`config.mk`:
```
export PLATFORM = sky130hd
export DESIGN_NAME = toy_bpu_ras
export DESIGN_NICKNAME = d
export VERILOG_FILES = /design/src/rtl/toy_bpu_ras.sv
export SDC_FILE = /design/constraint.sdc
export NUM_CORES = 1
export LEC_CHECK = 0
export BUFFER_PORTS_ARGS = -buffer_cell sky130_fd_sc_hd__buf_2
export CELL_PAD_IN_SITES_DETAIL_PLACEMENT = 1
export CELL_PAD_IN_SITES_GLOBAL_PLACEMENT = 1
export CORE_AREA = 2 2 224 226
export CTS_CLUSTER_DIAMETER = 40
export DETAILED_ROUTE_END_ITERATION = 10
export DIE_AREA = 0 0 226 228
export PLACE_DENSITY = 0.68
export REMOVE_ABC_BUFFERS = 1
export SLEW_MARGIN = 20
export SYNTH_ARGS = -nofsm -noshare
export SYNTH_HDL_FRONTEND = slang
export SYNTH_SLANG_ARGS = --single-unit
```
`constraint.sdc`:
```
create_clock -name clk -period 3.3 [get_ports clk]
set_input_delay 0.825 -clock clk [delete_from_list [all_inputs] [get_ports clk]]
set_output_delay 0.825 -clock clk [all_outputs]
set_load 0.01 [all_outputs]
```
`src/rtl/toy_bpu_ras.sv`:
```
// rtl/toy_bpu_ras.sv - return address stack predictor; optional recursion compression under TOY_BPU_RAS_REPEAT_CNT_EN
package toy_pack;
    localparam int ADDR_WIDTH = 32;

    typedef struct packed {
        logic [1:0]            inst_type;
        logic [ADDR_WIDTH-1:0] pc;
        logic                  is_cext;
    } ras_pkg;
endpackage

module toy_bpu_ras
    import toy_pack::*;
#(
    parameter int RAS_DEPTH     = 16,
    parameter int RAS_CNT_WIDTH = 3
) (
    input  logic                  clk,
    input  logic                  rst,
    input  logic                  ras_req_vld,
    input  ras_pkg                ras_req_pld,
    output logic                  ras_ack_vld,
    output logic [ADDR_WIDTH-1:0] ras_ack_pld,
    input  logic                  fe_ctrl_be_chgflw_vld,
    output logic                  ras_ovf
);

    localparam int PTR_W = $clog2(RAS_DEPTH);
    localparam int CNT_W = PTR_W + 1;

    logic [ADDR_WIDTH-1:0] entry [RAS_DEPTH];
    logic [PTR_W-1:0]      tos;
    logic [PTR_W-1:0]      tos_inc;
    logic [CNT_W-1:0]      cnt;
    logic                  full;
    logic [ADDR_WIDTH-1:0] ret_addr;
    logic                  req_push;
    logic                  req_pop;
    logic                  req_repl;
    logic                  rc_merge;
    logic                  rc_pop;
    logic                  do_push;
    logic                  do_pop;

    assign tos_inc  = tos + PTR_W'(1);
    assign full     = (cnt == CNT_W'(RAS_DEPTH));
    assign ret_addr = ras_req_pld.pc + (ras_req_pld.is_cext ? ADDR_WIDTH'(2) : ADDR_WIDTH'(4));

    assign ras_ack_vld = (cnt != '0);
    assign ras_ack_pld = entry[tos];

    // Replace on an empty stack degrades to a push so the address is not lost.
    always_comb begin
        req_push = 1'b0;
        req_pop  = 1'b0;
        req_repl = 1'b0;
        if (ras_req_vld && !fe_ctrl_be_chgflw_vld) begin
            case (ras_req_pld.inst_type)
                2'b01:   req_push = 1'b1;
                2'b10:   req_pop  = (cnt != '0);
                2'b11: begin
                    req_push = (cnt == '0);
                    req_repl = (cnt != '0);
                end
                default: ;
            endcase
        end
    end

`ifdef TOY_BPU_RAS_REPEAT_CNT_EN
    logic [RAS_CNT_WIDTH-1:0] rc [RAS_DEPTH];

    // A repeated call to the same return site only bumps the top counter.
    assign rc_merge = req_push && (cnt != '0) && (ret_addr == entry[tos]) && (rc[tos] != '1);
    assign rc_pop   = req_pop && (rc[tos] != '0);

    always_ff @(posedge clk or posedge rst) begin
        if (rst) begin
            for (int i = 0; i < RAS_DEPTH; i++) rc[i] <= '0;
        end else if (fe_ctrl_be_chgflw_vld) begin
            for (int i = 0; i < RAS_DEPTH; i++) rc[i] <= '0;
        end else if (rc_merge) begin
            rc[tos] <= rc[tos] + RAS_CNT_WIDTH'(1);
        end else if (rc_pop) begin
            rc[tos] <= rc[tos] - RAS_CNT_WIDTH'(1);
        end else if (req_push) begin
            rc[tos_inc] <= '0;
        end else if (req_repl) begin
            rc[tos] <= '0;
        end
    end
`else
    assign rc_merge = 1'b0;
    assign rc_pop   = 1'b0;
`endif

    assign do_push = req_push && !rc_merge;
    assign do_pop  = req_pop && !rc_pop;

    // Entries are deliberately left out of the reset branch; only pointers are architectural.
    always_ff @(posedge clk or posedge rst) begin
        if (rst) begin
            tos     <= '0;
            cnt     <= '0;
            ras_ovf <= 1'b0;
        end else begin
            ras_ovf <= 1'b0;
            if (fe_ctrl_be_chgflw_vld) begin
                tos <= '0;
                cnt <= '0;
            end else if (do_push) begin
                entry[tos_inc] <= ret_addr;
                tos            <= tos_inc;
                ras_ovf        <= full;
                if (!full) cnt <= cnt + CNT_W'(1);
            end else if (do_pop) begin
                tos <= tos - PTR_W'(1);
                cnt <= cnt - CNT_W'(1);
            end else if (req_repl) begin
                entry[tos] <= ret_addr;
            end
        end
    end

endmodule
```
Word level (Yosys, flattened, before mapping):

Memories as Yosys holds them, arrays and structs flattened.
Index checks and enable logic that the tools add are counted.

* RAM bits: 512
* word-level logic and storage cells: 51
* output and inout bits: 34
* memories kept: 1
* register bits after elaboration: 10
* input bits: 39

* equal/unequal tests: 5
* add/sub/neg operators: 5
* multiplexer cells: 27
* reduce and logical (&&, ||, !) cells: 10

Memory list
* entry: depth 16, bits a word 32, read ports 1, clocked after memory_dff 0, write ports 1, line 31 `logic [ADDR_WIDTH-1:0] entry [RAS_DEPTH];`

Operator list (number)
* $add A32 B3 Y32: 1
* $mux W32: 1
* $reduce_or A32 Y1: 1
* $mux W5: 4
* $mux W1: 16
* $mux W4: 4
* $add A5 B1 Y5 const B: 1
* $eq A5 B5 Y1 const B: 1
* $logic_not A5 Y1: 1
* $reduce_bool A5 Y1: 1
* $sub A5 B1 Y5 const B: 1
* $add A4 B1 Y4 const B: 1
* $eq A2 B2 Y1 const B: 2
* $sub A4 B1 Y4 const B: 1
* $logic_and A1 B1 Y1: 3
* $mux W3: 1
* $ne A3 B3 Y1 const B: 1
* $reduce_bool A3 Y1: 1
* $eq A2 B1 Y1 const B: 1
* $logic_not A1 Y1: 2
* $pmux W1 S2: 1
* $reduce_and A2 Y1: 1

Depth between registers and ports, before layout:

* word-level depth: 11
* gate-level depth with buffers: 10
* gate-level depth less buffers: 8

Worst setup path before layout:

Ideal clock, no wire load.

* path kind: input-to-reg
* start: in ras_req_vld
* end: mem entry[13][0], enable pin
* path buffers: 1
* path slack: -431 ps
* data required time: 2879 ps
* library setup time: 421 ps
* arrival time: 3310 ps
* stages: 6
* cells stage by stage: clkbuf_1 and4bb_2 nand2_1 a2111oi_0 a31oi_1 nor2_1

* longest elaborated chain between the ends: 10
* elaborated cells on any way between the ends: 17
* those cells by class: 13 x mux; 4 x reduce/logical

RTL lines
* start, declared: line 20 `input logic ras_req_vld,`
* $logic_and A1 B1 Y1 (*): line 57 `if (ras_req_vld && !fe_ctrl_be_chgflw_vld) begin`
* $mux W1: line 57
* $mux W1: line 119 `end else if (req_repl) begin`
* $mux W1: line 116 `end else if (do_pop) begin`
* $mux W1: line 111 `end else if (do_push) begin`
* $mux W1: line 108 `if (fe_ctrl_be_chgflw_vld) begin`
* $logic_and A1 B1 Y1 (implied by the code): line 120 `entry[tos] <= ret_addr;`
* $mux W1 (implied by the code): line 120
* $reduce_or A32 Y1 (no line)
* $mux W4 (no line) or $mux W1 (tied branches)
* end, declared: line 31

Mark *: on every way between the ends. The rest lies on a longest branch, timed or not.

Final worst setup path:

* start: reg tos[0]
* end: out ras_ack_pld[18]

* longest elaborated chain between the ends: 1

RTL lines
* start, declared: line 32 `logic [PTR_W-1:0] tos;`
* start signal, assigned: line 113 `tos <= tos_inc;`
* start signal, assigned: line 117 `tos <= tos - PTR_W'(1);`
* $mem_v2 Z16 W32
* end, declared: line 23 `output logic [ADDR_WIDTH-1:0] ras_ack_pld,`

No other way between the ends.

==> results.py <==
metrics = {
    "global_route": {
        "grt.total_usage": 0.1980,
        "antenna_found_initial": 1,
        "grt_overflow": 0,
        "first_global_vias": 11053,
        "grt_first_pass_wirelength_um": 74180,
        "grt_max_degree": 49,
    },
    "flow_run": {
        "cap_violations": 0,
    },
    "clock_network": {
        "cts_buffers": 58,
        "htreeDepth": 2,
        "insertion_delay_ns": 0.61,
        "cts_tree": "done",
        "clock-sinks": 522,
        "root_buffer": "clkbuf_16",
        "clkSlewWorstSetupHoldPaths_ns": 0.06,
        "cts.path.max_buffers": 3,
    },
    "timing": {
        "rsz0062_at_grt": "true",
        "fmax_mhz": 286.7,
        "hold_violations": 0,
        "period_share": 1.057,
        "fin_ws_ns": -0.1881,
        "tightestPinTransition_ns": 1.097,
        "tns_ns": -3.577,
        "setup_viol": 32,
        "max_slew_margin": 0.2665,
        "min_period_ns": 3.488,
        "drv_slew": 0,
        "fin_skew_ns": 0.04271,
    },
    "synth": {
        "ys_types": 58,
        "ys.flop_type": "edfxtp_1",
        "ys_ff_latch": 522,
        "synth_edf_count": 512,
        "async_flop_share": 0.01916,
        "mappedNetlistArea_um2": 20860,
        "synthCells": 942,
        "yosysWarningCount": 0,
        "avgSynthCellArea_um2": 22.14,
        "synth_seq_area_share": 0.7492,
    },
    "layout": {
        "nets": 1178,
        "drive_gt1_frac": 0.3952,
        "final_cells": 1846,
        "antennaDiodeCount": 0,
        "syn2layout_area_growth_pct": 21.06,
    },
    "critical_path": {
        "worstRegToRegCells": 7,
        "crit_path_end_kind": "output port",
        "critical_path_arrival_ns": 2.66,
        "required_ns": 2.47,
        "reg2reg_from": "cnt[1]$_DFFE_PP0P_",
        "crit_start": "tos[0]$_DFFE_PP0P_",
        "r2r-end": "entry[6][6]$_DFFE_PP_",
        "ff2ff_setup_slack_ns": 0.37,
        "cp-start-kind": "register",
        "worstPathMaxFanout": 12,
        "crit_type": "reg -> out",
    },
    "route": {
        "drt-initial-drc-count": 1044,
        "wl_met1_um": 21370,
        "drt_pass1_iterations": 5,
        "route.met2.wl_um": 24850,
        "drt.antenna.violating_nets": 0,
        "vias": 10296,
        "drt_wl_total_um": 49880,
        "via_per_inst": 5.577,
        "topRoutingLayerUsed": "met5",
        "dr_wl_met3_um": 2433,
        "post_drt_wl_per_cell_um": 27.02,
        "drc": 0,
    },
    "place": {
        "port_buffers": 72,
        "dp.cells": 1725,
        "gp_congestion": 0.7468,
        "place_hpwl_um": 29240,
    },
    "floorplanning": {
        "chipWidth_um": 226,
        "fp-row-count": 82,
        "start_util": 0.4226,
        "core_area_um2": 49350,
        "ioPinCount": 73,
        "die_y_um": 228,
        "die_area_um2": 51530,
    },
    "power_and_ir_drop": {
        "power_leakage_uw": 0.008037,
        "netSwitchingFraction": 0.2675,
        "pwr-share-comb": 0.229,
        "p_sw_uw": 4723,
        "ir_drop_v": 0.0004049,
        "cell_internal_pwr_uw": 12930,
        "p_seq_frac": 0.429,
        "p_clk_frac": 0.342,
        "power_density_nw_per_um2": 699.2,
    },
    "run_status": {
        "violations": "setup timing",
        "status": "finished with violations",
    },
    "min_path": {
        "hold_path_class": "in -> async",
    },
}
metal layers:
metal,GRT usage,vias up
li1,-,4367
met1,0.2793,5533
met2,0.3238,307
met3,0.02872,87
met4,0.05526,2
met5,0,-
synth_stat cells, types with 10 or more instances:
| master | instances | area share |
|---|---|---|
| edfxtp_1 | 512 | 0.74 |
| mux4_2 | 160 | 0.17 |
| nand2_1 | 30 | 0.0054 |
| nor2_1 | 29 | 0.0052 |
| xnor2_1 | 27 | 0.011 |
| clkbuf_1 | 19 | 0.0034 |
| buf_2 | 18 | 0.0043 |
| nand3_1 | 12 | 0.0029 |
| nor3_1 | 11 | 0.0026 |
| dfrtp_1 | 10 | 0.012 |
| inv_1 | 10 | 0.0018 |
sequential cells by signal, summed over array words and instances, names as in the netlist:
| register | count |
|---|---|
| cnt | 5 |
| tos | 4 |
| entry | 512 |
| ras_ovf | 1 |
critical path, stage by stage, from the launching register on:
cell,delay (ns)
dfrtp_4,0.47
buf_12,0.19
clkbuf_16,0.20
mux4_2,0.51
mux4_2,0.54
buf_6,0.15
layout by cell type, fill, tap and decap left out, types with 7 or more instances in the layout:
| cell type | netlist | routed |
|---|---|---|
| xnor2_2 | 0 | 7 |
| buf_2 | 18 | 49 |
| inv_1 | 10 | 10 |
| ha_1 | 8 | 8 |
| buf_4 | 3 | 62 |
| xnor2_1 | 27 | 20 |
| dfrtp_1 | 10 | 7 |
| buf_6 | 3 | 27 |
| nor2_4 | 0 | 16 |
| clkinvlp_4 | 0 | 10 |
| nor2_1 | 29 | 13 |
| nand3_1 | 12 | 12 |
| nor3_1 | 11 | 11 |
| clkinv_1 | 0 | 12 |
| edfxtp_1 | 512 | 512 |
| mux4_2 | 160 | 160 |
| clkbuf_16 | 0 | 63 |
| buf_12 | 0 | 25 |
| a31oi_1 | 8 | 8 |
| clkinv_2 | 0 | 8 |
| nand2_1 | 30 | 30 |
cell type report:
class	instances	area, µm²
clock inverters	41	314.1
flip-flops and latches	522	15630
clock buffers	64	1495
repair buffers	173	1768
well taps	672	840.8
inverters	11	41.29
fillers	4349	24100
multi-input cells	363	5156
kinds of logic after synthesis:
| group | after synthesis | share of synthesized area |
|---|---|---|
| XOR/XNOR | 34 | 0.01428 |
| multiplexers | 162 | 0.1740 |
| adder cells (fa/ha/maj) | 10 | 0.006719 |
| buffers and inverters | 57 | 0.01296 |
| AO/OA/AOI/OAI | 40 | 0.01386 |
| flip-flops | 522 | 0.7492 |
| AND/OR/NAND/NOR | 117 | 0.02904 |
repair_timing:
action                     4_1_cts  5_1_grt
cloned                           1        4
setup endpoints to repair       32       32
setup buffers                   12        0
hold buffers                     0        0
gates resized for setup         24       18
how the worst max path moves through the flow:
| stage | end | slack [ns] | depth (start not counted) |
|---|---|---|---|
| 3_3_place_gp | entry[14][20]$_DFFE_PP_ | 0.04 | 8 |
| 6_report | ras_ack_pld[18] | -0.19 | 5 |
| 5_1_grt | ras_ack_pld[18] | -0.26 | 5 |
| 3_5_place_dp | entry[14][20]$_DFFE_PP_ | -0.12 | 8 |
| 2_1_floorplan | entry[5][0]$_DFFE_PP_ | -5.34 | 5 |
| 4_1_cts | ras_ack_pld[12] | -0.21 | 7 |
per-stage QoR:
stage | util | total power [µW] | cell area, µm² | hold slack [ns] | setup WS, ns
after floorplan | - | 10100 | 20630 | 0.4919 | -5.336
after global placement | 0.4645 | 11280 | 22920 | 0.5398 | 0.03763
after detailed placement | 0.4646 | 11320 | 22930 | 0.5871 | -0.1194
after CTS | 0.5065 | 17640 | 25000 | 0.2796 | -0.2136
after global routing | 0.5116 | 18290 | 25250 | 0.3107 | -0.2578
final | 0.5116 | 17660 | 25250 | 0.2843 | -0.1881
power groups by stage:
stage	logic (µW)	registers, µW	clock network, µW
finish	4040	7580	6030
global route	4330	7590	6360
CTS	3920	7580	6150
detailed placement	3600	7720	0
global placement	3570	7710	0
floorplan	2170	7930	0
Power figures use the tool's default switching activity.
